==> src/rtl/key_evt_pkg.sv <==
// Shared types and constants for the key event reader: press FSM states,
// bus register addresses and STATUS bit positions.
package key_evt_pkg;

  typedef enum logic [1:0] {
    IDLE   = 2'd0,
    SETTLE = 2'd1,
    HELD   = 2'd2,
    REPEAT = 2'd3
  } state_e;

  localparam logic ADDR_DATA   = 1'b0;
  localparam logic ADDR_STATUS = 1'b1;

  localparam int STS_OVF     = 7;
  localparam int STS_FULL    = 6;
  localparam int STS_EMPTY   = 5;
  localparam int STS_CNT_MSB = 2;
  localparam int STS_CNT_LSB = 0;

endpackage

==> src/rtl/key_evt_fifo.sv <==
// Small synchronous FIFO holding key codes. The head entry is visible on
// dout without a read cycle so a bus read can return and pop it in one edge.
module key_evt_fifo #(
  parameter int DW    = 4,
  parameter int DEPTH = 4
) (
  input  logic                       clk,
  input  logic                       reset,
  input  logic                       push,
  input  logic                       pop,
  input  logic [DW-1:0]              din,
  output logic [DW-1:0]              dout,
  output logic [$clog2(DEPTH):0]     count,
  output logic                       full,
  output logic                       empty
);
  localparam int AW = $clog2(DEPTH);

  logic [DW-1:0] mem [DEPTH];
  logic [AW-1:0] wr_ptr_q, wr_ptr_d;
  logic [AW-1:0] rd_ptr_q, rd_ptr_d;
  logic [AW:0]   count_q, count_d;
  logic          do_push, do_pop;

  assign empty = (count_q == '0);
  assign full  = (count_q == (AW+1)'(DEPTH));
  assign count = count_q;
  assign dout  = mem[rd_ptr_q];

  // A push into a full FIFO is only taken when a pop frees the slot this edge.
  assign do_pop  = pop & ~empty;
  assign do_push = push & (~full | do_pop);

  always_comb begin
    wr_ptr_d = wr_ptr_q;
    rd_ptr_d = rd_ptr_q;
    count_d  = count_q;
    if (do_push) wr_ptr_d = wr_ptr_q + 1'b1;
    if (do_pop)  rd_ptr_d = rd_ptr_q + 1'b1;
    case ({do_push, do_pop})
      2'b10:   count_d = count_q + 1'b1;
      2'b01:   count_d = count_q - 1'b1;
      default: count_d = count_q;
    endcase
  end

  always_ff @(posedge clk or posedge reset) begin
    if (reset) begin
      wr_ptr_q <= '0;
      rd_ptr_q <= '0;
      count_q  <= '0;
    end else begin
      wr_ptr_q <= wr_ptr_d;
      rd_ptr_q <= rd_ptr_d;
      count_q  <= count_d;
    end
  end

  always_ff @(posedge clk) begin
    if (do_push) mem[wr_ptr_q] <= din;
  end

endmodule

==> src/rtl/key_event_reader.sv <==
// CPU-side key event reader: synchronises the front-end interrupt, turns
// presses (plus auto-repeat) into queued events and serves DATA/STATUS reads.
module key_event_reader
  import key_evt_pkg::*;
#(
  parameter int CODE_W     = 4,
  parameter int FIFO_DEPTH = 4,
  parameter int SETTLE_CYC = 2,
  parameter int REP_DELAY  = 20000000,
  parameter int REP_RATE   = 5000000,
  parameter int CNT_W      = 25
) (
  input  logic              clk,
  input  logic              reset,
  input  logic [CODE_W-1:0] key_code,
  input  logic              key_irq,
  input  logic              cs,
  input  logic              rd,
  input  logic              addr,
  output logic [7:0]        rdata,
  output logic              irq_cpu
);
  localparam int CW = $clog2(FIFO_DEPTH) + 1;
  localparam logic [CNT_W-1:0] SETTLE_LAST = CNT_W'(SETTLE_CYC - 1);
  localparam logic [CNT_W-1:0] DELAY_LAST  = CNT_W'(REP_DELAY - 1);
  localparam logic [CNT_W-1:0] RATE_LAST   = CNT_W'(REP_RATE - 1);

  logic              sync1_q, irq_s_q;
  state_e            state_q, state_d;
  logic [CNT_W-1:0]  cnt_q, cnt_d;
  logic              ev_push;
  logic [CODE_W-1:0] fifo_dout;
  logic [CW-1:0]     fifo_count;
  logic              fifo_full, fifo_empty;
  logic              rd_data, rd_status, pop_ok, push_ok, overflow, empty_next;
  logic              ovf_q, ovf_d;
  logic [7:0]        rdata_q, rdata_d;
  logic              irq_q;
  logic [2:0]        cnt3;

  always_ff @(posedge clk or posedge reset) begin
    if (reset) {irq_s_q, sync1_q} <= 2'b00;
    else       {irq_s_q, sync1_q} <= {sync1_q, key_irq};
  end

  // Release (irq_s low) is checked first in every state so it beats a push.
  always_comb begin
    state_d = state_q;
    cnt_d   = cnt_q;
    ev_push = 1'b0;
    case (state_q)
      IDLE: begin
        if (irq_s_q) begin
          state_d = SETTLE;
          cnt_d   = '0;
        end
      end
      SETTLE: begin
        if (!irq_s_q) begin
          state_d = IDLE;
          cnt_d   = '0;
        end else if (cnt_q == SETTLE_LAST) begin
          ev_push = 1'b1;
          state_d = HELD;
          cnt_d   = '0;
        end else begin
          cnt_d = cnt_q + 1'b1;
        end
      end
      HELD: begin
        if (!irq_s_q) begin
          state_d = IDLE;
          cnt_d   = '0;
        end else if (REP_DELAY != 0) begin
          if (cnt_q == DELAY_LAST) begin
            ev_push = 1'b1;
            state_d = REPEAT;
            cnt_d   = '0;
          end else begin
            cnt_d = cnt_q + 1'b1;
          end
        end else if (cnt_q != '1) begin
          cnt_d = cnt_q + 1'b1;
        end
      end
      REPEAT: begin
        if (!irq_s_q) begin
          state_d = IDLE;
          cnt_d   = '0;
        end else if (cnt_q == RATE_LAST) begin
          ev_push = 1'b1;
          cnt_d   = '0;
        end else begin
          cnt_d = cnt_q + 1'b1;
        end
      end
      default: begin
        state_d = IDLE;
        cnt_d   = '0;
      end
    endcase
  end

  always_ff @(posedge clk or posedge reset) begin
    if (reset) begin
      state_q <= IDLE;
      cnt_q   <= '0;
    end else begin
      state_q <= state_d;
      cnt_q   <= cnt_d;
    end
  end

  key_evt_fifo #(
    .DW    (CODE_W),
    .DEPTH (FIFO_DEPTH)
  ) u_fifo (
    .clk   (clk),
    .reset (reset),
    .push  (ev_push),
    .pop   (rd_data),
    .din   (key_code),
    .dout  (fifo_dout),
    .count (fifo_count),
    .full  (fifo_full),
    .empty (fifo_empty)
  );

  assign rd_data   = cs & rd & (addr == ADDR_DATA);
  assign rd_status = cs & rd & (addr == ADDR_STATUS);
  assign pop_ok    = rd_data & ~fifo_empty;
  assign push_ok   = ev_push & (~fifo_full | pop_ok);
  assign overflow  = ev_push & fifo_full & ~pop_ok;
  assign empty_next = (fifo_empty & ~push_ok) |
                      ((fifo_count == CW'(1)) & pop_ok & ~push_ok);
  assign cnt3 = 3'(fifo_count);

  always_comb begin
    ovf_d   = ovf_q;
    rdata_d = rdata_q;
    if (rd_status) ovf_d = 1'b0;
    if (overflow)  ovf_d = 1'b1;
    if (rd_data) begin
      rdata_d = fifo_empty ? 8'h00 : 8'(fifo_dout);
    end else if (rd_status) begin
      rdata_d                          = 8'h00;
      rdata_d[STS_OVF]                 = ovf_q;
      rdata_d[STS_FULL]                = fifo_full;
      rdata_d[STS_EMPTY]               = fifo_empty;
      rdata_d[STS_CNT_MSB:STS_CNT_LSB] = cnt3;
    end
  end

  always_ff @(posedge clk or posedge reset) begin
    if (reset) begin
      ovf_q   <= 1'b0;
      rdata_q <= 8'h00;
      irq_q   <= 1'b0;
    end else begin
      ovf_q   <= ovf_d;
      rdata_q <= rdata_d;
      irq_q   <= ~empty_next;
    end
  end

  assign rdata   = rdata_q;
  assign irq_cpu = irq_q;

endmodule

==> config.mk <==
export PLATFORM = sky130hd
export DESIGN_NAME = key_event_reader
export DESIGN_NICKNAME = d
export VERILOG_FILES = /design/src/rtl/key_evt_pkg.sv /design/src/rtl/key_evt_fifo.sv /design/src/rtl/key_event_reader.sv
export SDC_FILE = /design/constraint.sdc
export NUM_CORES = 1
export LEC_CHECK = 0
export CAP_MARGIN = 20
export CORE_MARGIN = 1.5
export CORE_UTILIZATION = 50
export DETAILED_ROUTE_END_ITERATION = 7
export PLACE_DENSITY = 0.75
export SETUP_SLACK_MARGIN = 0.5
export SKIP_LAST_GASP = 1
export SLEW_MARGIN = 20
export SYNTH_ARGS = -nofsm -noshare
export SYNTH_HDL_FRONTEND = slang
export SYNTH_HIERARCHICAL = 1
export SYNTH_SLANG_ARGS = --single-unit
==> constraint.sdc <==
create_clock -name clk -period 4 [get_ports clk]
set_clock_uncertainty 0.1 [all_clocks]
set_input_delay 0.4 -clock clk [delete_from_list [all_inputs] [get_ports clk]]
set_output_delay 0.4 -clock clk [all_outputs]
set_load 0.05 [all_outputs]
======== After elaboration in Yosys (flattened, before gate mapping) ========
Memories as Yosys holds them, arrays and structs flattened.
Cells that the tools add are included.
W data, S select, Z words.
storage, ports and cells
  register bits ........................... 46
  output and inout bits ................... 9
  memories kept ........................... 1
  word-level logic and storage cells ...... 84
  RAM bits ................................ 16
  input port bits ......................... 10
memories
  memory      depth  bits a word  read ports  clocked after Yosys merged registers in  wr ports  RTL line            text
  u_fifo.mem  4      4            1           0                                        1         key_evt_fifo.sv:19  logic [DW-1:0] mem [DEPTH];
cells by class
  multiplexer cells ....................... 30
  reductions and logical operators ........ 6
  eq/ne operators ......................... 14
  bitwise logic cells ..................... 18
  add/subtract/negate cells ............... 5
operator list
  operator                 number
  $mux W25                 7
  $pmux W25 S4             1
  $add A25 B1 Y25 const B  1
  $eq A25 B1 Y1 const B    1
  $eq A25 B23 Y1 const B   1
  $eq A25 B25 Y1 const B   1
  $mux W8                  2
  $mux W2                  6
  $and A1 B1 Y1            10
  $mux W1                  10
  $pmux W2 S4              1
  $eq A2 B2 Y1 const B     3
  $ne A3 B3 Y1 const B     2
  $not A1 Y1               6
  $pmux W3 S2              1
  $reduce_bool A2 Y1       3
  $add A2 B1 Y2 const B    2
  $eq A2 B1 Y1 const B     2
  $mux W4                  1
  $ne A2 B2 Y1 const B     2
  $reduce_and A4 Y1        1
  $add A3 B1 Y3 const B    1
  $eq A3 B1 Y1 const B     1
  $eq A3 B3 Y1 const B     1
  other kinds (5)          6

======== Depth between registers and ports, before layout ========
Gate-level depths: netlist of run 1.
  word-level depth ........................ 9
  mapped depth ............................ 14
  depth with buffers taken out ............ 14

======== Hierarchy ========
Netlist of run 1, hierarchy kept.
modules (own cells, without submodules)
  module            cells an instance  area an instance (µm²)  seq. area each (µm²)  times used
  key_event_reader  225                2159.6                  950.9                 1
  key_evt_fifo      60                 1016.0                  655.6                 1

======== Least setup slack after synthesis of run 1 ========
Ideal clock, no wire load.
  path kind ............................... register to register
  start ................................... reg cnt_q[16]
  end ..................................... reg u_fifo.count_q[2] (netlist: u_fifo/count[2])
  path buffers ............................ 1
  required time ........................... 3.774 ns
  clock period less this slack ............ 3.150 ns
  library setup time ...................... 0.126 ns
  stages on the path, launching flop included .. 15
  arrival ................................. 2.924 ns
  setup slack ............................. 0.850 ns
  cells stage by stage .................... dfrtp_1 buf_2 or4_4 or3_1 nor4_2 mux2_2 and2_1 o21a_4 inv_1 ha_1 inv_1 fa_1 xor2_1 nor2_1 xor2_1
between the ends
  longest elaborated chain between the ends .. 7
  elaborated cells between the ends (all ways) .. 15
  those cells by class .................... eq/ne (5); mux (8); bitwise (1); reduce/logical (1)
RTL lines
  element                                                   RTL line                                                                text
  start: declaration                                        key_event_reader.sv:30                                                  logic [CNT_W-1:0] cnt_q, cnt_d;
  start signal: assignment                                  key_event_reader.sv:110                                                 cnt_q <= cnt_d;
  $eq A25 B23 Y1, or another cell as far along              key_event_reader.sv:90                                                  end else if (cnt_q == RATE_LAST) begin
  $mux W1 (on tied branches)                                key_event_reader.sv:90, key_event_reader.sv:62, key_event_reader.sv:75
  $mux W1 (on tied branches)                                key_event_reader.sv:87, key_event_reader.sv:59, key_event_reader.sv:71
  $pmux W1 S3 *                                             key_event_reader.sv:51                                                  case (state_q)
  via ev_push                                               key_event_reader.sv:31                                                  logic ev_push;
  $and A1 B1 Y1 *                                           key_evt_fifo.sv:32                                                      assign do_push = push & (~full | do_pop);
  $eq A2 B1 Y1 / $eq A2 B2 Y1 (equally long branches)       key_evt_fifo.sv:40                                                      case ({do_push, do_pop})
  $pmux W3 S2 / $reduce_bool A2 Y1 (equally long branches)  --
  end signal: assignment                                    key_evt_fifo.sv:55                                                      count_q <= count_d;
  end: declaration                                          key_evt_fifo.sv:22                                                      logic [AW:0] count_q, count_d;
Mark *: on every way through the listed nets, which the timed path passes. The rest lies on a longest branch.
A chain may end at the register's enable or synchronous reset.

======== Worst setup path after layout of run 1 ========
  start ................................... reg cnt_q[13]
  end ..................................... reg u_fifo.count_q[2] (netlist: u_fifo/count[2])
Same word-level chain as after synthesis.

==> results.sh, run 1 <==
export IMPL_gp_congestion=0.918
export IMPL_grt_overflow=0
export IMPL_tightest_slew_ns=0.827
export IMPL_worst_r2r_cell_count=13
export IMPL_final_cell_count_no_fill=385
export IMPL_cts_buffers_inserted=9
export IMPL_ir_worst_vdd_mv=0.439
export IMPL_initial_core_util_pct=52.7
export IMPL_start_kind="flop"
export IMPL_crit_family="simple AND/OR/NAND/NOR gates"
export IMPL_p_leak_uw=0.00146
export IMPL_tns_ns=0
export IMPL_relSlewSlack_pct=44.1
export IMPL_clock_sinks=61
export IMPL_grt_max_degree=21
export IMPL_p_per_area_nw_per_um2=546
export IMPL_slowest_stage="or4_4"
export IMPL_drive_gt1_share_pct=20.0
export IMPL_use_met3_pct=6.59
export IMPL_grt_pass1_vias=2085
export IMPL_outcome="finished, final reports clean"
export IMPL_clock_latency_ns=0.35
export IMPL_vias_per_cell=5.74
export IMPL_drcViolationCount=0
export IMPL_post_route_util_pct=60.0
export IMPL_postCtsSetupBuffers=0
export IMPL_crit_chain="or4_4 > or3_1 > nor4_4 > mux2_4 > and2_1 > o21a_4 > inv_1 > ha_1 > inv_1 > fa_1 > xor2_1 > nor2_1 > xor2_1"
export IMPL_synth_top_family_by_area="simple AND/OR/NAND/NOR gates"
export IMPL_cap_violations=0
export IMPL_synth_cell_types=53
export IMPL_synth_simple_area_share_pct=24.4
export IMPL_multi_input_area_sq_um=1450
export IMPL_track_usage_pct=21.0
export IMPL_synthesis_nets=303
export IMPL_synthAdderAreaFrac_pct=3.39
export IMPL_cp_endpoint="u_fifo/count[2]$_DFFE_PP0P_"
export IMPL_cp_arrival_ns=3.48
export IMPL_clockBufferDepth=2
export IMPL_die_w_um=82.7
export IMPL_setup_viol=0
export IMPL_fp_dieH_um=82.7
export IMPL_cts_tree="done"
export IMPL_io_buffers=17
export IMPL_synth_compound_area_share_pct=5.91
export IMPL_postPlaceCellArea_sq_um=3370
export IMPL_final_seq_area_sq_um=1610
export IMPL_avgSynthCellArea_sq_um=11.1
export IMPL_synthCells=285
export IMPL_fillers=504
export IMPL_min_period_ns=3.35
export IMPL_power_uw=1970
export IMPL_synth_mux_area_share_pct=3.98
export IMPL_dieArea_sq_um=6840
export IMPL_root_buffer="clkbuf_8"
export IMPL_rows=28
export IMPL_crit_required_ns=4.13
export IMPL_ys_seq_area_share_pct=50.6
export IMPL_fin_nets=323
export IMPL_num_vias=2210
export IMPL_io_pins=19
export IMPL_r2r_end="u_fifo/count[2]$_DFFE_PP0P_"
export IMPL_use_met1_pct=28.9
export IMPL_dp_cells=369
export IMPL_critPathBufInv=2
export IMPL_antenna_found_initial=0
export IMPL_fmax_mhz=299
export IMPL_rrSetupSlack_ns=0.65
export IMPL_dp_hpwl_mm=4.43
export IMPL_postRouteAntennaNets=0
export IMPL_dr_pass1_iters=7
export IMPL_crit_cells=13
export IMPL_final_common_cell="dfrtp_1"
export IMPL_ys_async_sr_fraction_pct=73.8
export IMPL_dr_first_iter_drc_count=193
export IMPL_cts_max_level=3
export IMPL_layout_common_cells="42 x dfrtp_1, 32 x nand2_1, 20 x nor2_2"
export IMPL_clkTransAtPathRegs_ns=0.08
export IMPL_finalCritPeriodShare_pct=83.7
export IMPL_routedWlPerCell_um=16.1
export IMPL_diodes=0
export IMPL_area_growth_pct=13.8
export IMPL_core_sq_um=6030
export IMPL_hp_class="in2async"
export IMPL_final_area_sq_um=3610
export IMPL_met2_usage_pct=30.3
export IMPL_ys_flop_type="dfrtp_1"
export IMPL_grt_busiest_layer="met2"
export IMPL_slew_viol_final=0
export IMPL_synth_enable_flop_cells=16
export IMPL_crit_fanout=7
export IMPL_hold_viol_final=0
export IMPL_synth_seq_cells=61
export IMPL_slowest_delay_ns=0.57
export IMPL_synth_area_sq_um=3180
export IMPL_reg2reg_from="cnt_q[13]$_DFFE_PP0N_"
export IMPL_worstSetupEndpointType="flop"
export IMPL_critPathLaunch="cnt_q[13]$_DFFE_PP0N_"
export IMPL_yosys_warnings=6
export IMPL_rsz0062_at_grt="false"
export IMPL_wirelength_mm=6.19
export IMPL_synth_xor_area_share_pct=7.45
export IMPL_grt_pass1_wl_mm=10.4
export IMPL_crit_type="reg2reg"
==> worst reg2reg max path, stage by stage, from the launching register on <==
cell     delay [ns]
dfrtp_2        0.46
or4_4          0.58
or3_1          0.40
nor4_4         0.25
mux2_4         0.22
and2_1         0.17
o21a_4         0.19
inv_1          0.05
ha_1           0.22
inv_1          0.07
fa_1           0.17
xor2_1         0.15
nor2_1         0.07
xor2_1         0.14
==> metal layers <==
metal / vias up / part of all wire, %
li1: 1050 / -
met1: 1054 / 46
met2: 88 / 45
met3: 18 / 6.0
met4: 0 / 2.4
met5: - / 0
==> worst min path at each step <==
| stage | end | slack (ns) | depth (start not counted) |
|---|---|---|---|
| 5_1_grt | u_fifo/wr_ptr_q[1]$_DFFE_PP0P_ | 0.25 | 2 |
| 2_1_floorplan | u_fifo/count[0]$_DFFE_PP0P_ | 0.10 | 1 |
| 3_5_place_dp | irq_s_q$_DFF_PP0_ | 0.24 | 0 |
| 3_3_place_gp | irq_s_q$_DFF_PP0_ | 0.23 | 0 |
| 6_report | u_fifo/wr_ptr_q[1]$_DFFE_PP0P_ | 0.21 | 2 |
| 4_1_cts | u_fifo/wr_ptr_q[1]$_DFFE_PP0P_ | 0.20 | 2 |
==> state kept, by name, indices dropped and copies added, names as in the netlist <==
register         cells
rdata                7
irq_cpu              1
u_fifo/rd_ptr_q      2
irq_s_q              1
cnt_q               25
u_fifo/wr_ptr_q      2
u_fifo/mem          16
u_fifo/count         3
state_q              2
ovf_q                1
sync1_q              1
==> Yosys cell counts (5+ instances only) <==
| master | instances | area, sq um |
|---|---|---|
| and3_1 | 5 | 31.3 |
| edfxtp_1 | 16 | 480 |
| nand2_1 | 32 | 120 |
| nor2_2 | 20 | 125 |
| xor2_1 | 17 | 149 |
| xnor2_1 | 10 | 87.6 |
| nor4_1 | 10 | 62.6 |
| ha_1 | 7 | 87.6 |
| inv_1 | 13 | 48.8 |
| nor3_1 | 7 | 35.0 |
| nor2_1 | 15 | 56.3 |
| nand3_1 | 15 | 75.1 |
| nand4_1 | 8 | 50.1 |
| dfrtp_1 | 45 | 1130 |
==> metrics by stage <==
step                      setup WS [ns]  hold WS, ns
final                             0.650        0.206
after floorplan                   0.850        0.103
after detailed placement          0.605        0.236
after CTS                         0.600        0.200
after global routing              0.524        0.246
after global placement            0.740        0.233
==> cells by family (layout without fill, tap and decap cells) <==
family                     count (synthesis)  after routing
buffers and inverters                     23             48
muxes                                      7              7
AOI/OAI and AO/OA                         21             21
xor gates and xnor gates                  27             27
DFF                                       61             61
adders and majority gates                  8              8
and+or+nand+nor                          137            137
other                                      1              1
==> where the power goes <==
group / switching [uW] / internal [uW] / leakage, uW
Sequential: 102 / 721 / 0.000730
Combinational: 302 / 211 / 0.000618
Clock: 276 / 360 / 0.000115
==> what timing repair did <==
| action | CTS | global route |
|---|---|---|
| endpoints found under the setup margin | 0 | 2 |
| gates resized for setup | 0 | 5 |
| hold buffers | 0 | 0 |
==> cell type report <==
class / count / share of cell area (%)
clock buffers: 9 / 3.43
clock inverters: 7 / 2.87
inverters: 13 / 1.35
well taps: 75 / 2.60
flip-flops and latches: 61 / 44.5
multi-input cells: 201 / 40.1
repair buffers: 19 / 5.12
No activity file was read; power rests on OpenSTA's default activity.
==> inputs of run 2 (changes only) <==
==> constraint.sdc (replaced) <==
create_clock -name clk -period 3.3 [get_ports clk]
set_clock_uncertainty 0.1 [all_clocks]
set_input_delay 0.33 -clock clk [delete_from_list [all_inputs] [get_ports clk]]
set_output_delay 0.33 -clock clk [all_outputs]
set_load 0.05 [all_outputs]
==> run 2 against run 1 <==
Flip-flop and latch count is the same. Worst hold slack got worse by 0.049 ns. Combinational power increased by 24%. Cell area is 5.3% higher. Cell count is 5.5% higher. Register-to-register slack got worse by 0.50 ns. Sequential power up 21%. First-iteration DRC count fell by 17%. Fmax rose by 6.3%. Critical path depth unchanged. Die area unchanged. Critical endpoint unchanged. Largest cell class unchanged. Largest power group unchanged.
==> results.sh, run 2 (same netlist as run 1, synthesis figures left out) <==
export IMPL_outcome="finished, final reports clean"
export IMPL_slowest_stage="or4_4"
export IMPL_setup_viol=0
export IMPL_cts_hold_buf=0
export IMPL_crit_type="reg2reg"
export IMPL_drcViolationCount=0
export IMPL_final_area_sq_um=3810
export IMPL_critPathBufInv=2
export IMPL_p_per_area_nw_per_um2=630
export IMPL_wirelength_mm=6.46
export IMPL_min_period_ns=3.15
export IMPL_antenna_found_initial=0
export IMPL_crit_family="simple AND/OR/NAND/NOR gates"
export IMPL_fin_nets=344
export IMPL_initial_core_util_pct=52.7
export IMPL_dp_hpwl_mm=4.49
export IMPL_multi_input_area_sq_um=1490
export IMPL_final_common_cell="dfrtp_1"
export IMPL_fp_dieH_um=82.7
export IMPL_diodes=0
export IMPL_tightest_slew_ns=0.900
export IMPL_regMostFlops="cnt_q"
export IMPL_cts_buffers_inserted=9
export IMPL_clkTransAtPathRegs_ns=0.08
export IMPL_rsz0062_at_grt="true"
export IMPL_p_leak_uw=0.00158
export IMPL_routedWlPerCell_um=15.9
export IMPL_final_seq_area_sq_um=1610
export IMPL_crit_chain="or4_4 > or3_4 > nor4_4 > mux2_4 > and2_4 > o21a_4 > inv_2 > ha_4 > inv_2 > fa_2 > xor2_1 > nor2_1 > xor2_1"
export IMPL_worstSetupEndpointType="flop"
export IMPL_io_buffers=17
export IMPL_vias_per_cell=5.65
export IMPL_hp_class="in2async"
export IMPL_dr_pass1_iters=4
export IMPL_grt_overflow=0
export IMPL_grt_pass1_vias=2301
export IMPL_grt_pass1_wl_mm=10.9
export IMPL_die_w_um=82.7
export IMPL_ir_worst_vdd_mv=0.403
export IMPL_crit_required_ns=3.41
export IMPL_dieArea_sq_um=6840
export IMPL_dr_first_iter_drc_count=160
export IMPL_finalCritPeriodShare_pct=95.5
export IMPL_crit_fanout=4
export IMPL_gp_congestion=0.931
export IMPL_slew_viol_final=0
export IMPL_clock_sinks=61
export IMPL_num_vias=2293
export IMPL_hold_viol_final=0
export IMPL_cts_max_level=3
export IMPL_postRouteAntennaNets=0
export IMPL_slowest_delay_ns=0.58
export IMPL_relSlewSlack_pct=39.1
export IMPL_start_kind="flop"
export IMPL_rows=28
export IMPL_cts_tree="done"
export IMPL_area_growth_pct=19.9
export IMPL_track_usage_pct=21.8
export IMPL_cap_violations=0
export IMPL_drive_gt1_share_pct=26.9
export IMPL_root_buffer="clkbuf_8"
export IMPL_cp_arrival_ns=3.26
export IMPL_layout_common_cells="44 x dfrtp_1, 32 x nand2_1, 23 x buf_4"
export IMPL_tns_ns=0
export IMPL_clockBufferDepth=2
export IMPL_fmax_mhz=317
export IMPL_io_pins=19
export IMPL_grt_max_degree=21
export IMPL_fillers=480
export IMPL_largest_reg_flops=25
export IMPL_postPlaceCellArea_sq_um=3470
export IMPL_core_sq_um=6030
export IMPL_clock_latency_ns=0.34
run 2: cell types whose count changed in the layout (fill, tap and decap cells not counted), moves of 2 or more:
cell | previous run | this run
or4_4 | 3 | 5
and2_4 | 0 | 5
inv_2 | 0 | 2
inv_1 | 13 | 11
buf_4 | 2 | 23
dfrtp_1 | 42 | 44
dfrtp_2 | 3 | 1
or4_1 | 2 | 0
and2_2 | 4 | 0
run 2: power by group:
part / switching [uW] / internal, uW
sequential: 125 / 874
clock: 326 / 437
combinational: 359 / 278
total: 810 / 1590
run 2: repair_timing:
| item | in CTS | in global routing |
|---|---|---|
| setup endpoints to repair | 15 | 18 |
| endpoints found under the hold margin | 0 | 0 |
| gates cloned | 0 | 0 |
| pin swaps | 7 | 4 |
| buffers inserted | 8 | 3 |
| resized for setup | 5 | 5 |
run 2: worst paths after layout:
check | startpoint | to | slack, ns | cells past startpoint
setup / recovery | cnt_q[20]$_DFFE_PP0N_ | u_fifo/count[2]$_DFFE_PP0P_ | 0.15 | 13
hold / removal | reset | u_fifo/wr_ptr_q[0]$_DFFE_PP0P_ | 0.16 | 2
setup reg to reg | cnt_q[20]$_DFFE_PP0N_ | u_fifo/count[2]$_DFFE_PP0P_ | 0.15 | 13
hold reg to reg | sync1_q$_DFF_PP0_ | irq_s_q$_DFF_PP0_ | 0.26 | 0
max in group asynchronous | reset | cnt_q[12]$_DFFE_PP0N_ | 2.08 | 3
min in group clk | sync1_q$_DFF_PP0_ | irq_s_q$_DFF_PP0_ | 0.26 | 0
run 2: worst register-to-register path: cells and delay by family (launching register included):
kind / cells / cell delay [ns]
AND/OR/NAND/NOR: 5 / 1.46
flip-flops: 1 / 0.39
adder cells (fa/ha/maj): 2 / 0.33
XOR/XNOR: 2 / 0.32
multiplexers: 1 / 0.22
AO/OA/AOI/OAI: 1 / 0.13
buffers and inverters: 2 / 0.08
run 2: stage by stage:
stage	power [uW]	std cells	utilization [%]	setup slack [ns]	hold slack [ns]
2_1_floorplan	1500	285	-	0.213	0.0334
3_3_place_gp	1600	379	57.5	0.147	0.234
3_5_place_dp	1620	379	57.5	0.0746	0.240
4_1_cts	2410	403	62.7	0.244	0.152
5_1_grt	2520	406	63.2	0.0653	0.188
6_report	2400	406	63.2	0.148	0.157
run 2: layout make-up:
| type | count | area share [%] |
|---|---|---|
| Tap cell | 75 | 2.46 |
| Timing Repair Buffer | 40 | 9.00 |
| Clock buffer | 9 | 3.25 |
| Sequential cell | 61 | 42.2 |
| Inverter | 13 | 1.28 |
| Clock inverter | 7 | 2.73 |
| Multi-Input combinational cell | 201 | 39.0 |
run 2: metal layers:
| layer | up-vias | GRT usage (%) | wire length [um] |
|---|---|---|---|
| met5 | - | 0 | 0 |
| met4 | 0 | 9.17 | 131 |
| met3 | 13 | 5.60 | 239 |
| met2 | 44 | 35.5 | 3240 |
| met1 | 1146 | 27.5 | 2850 |
| li1 | 1090 | - | - |
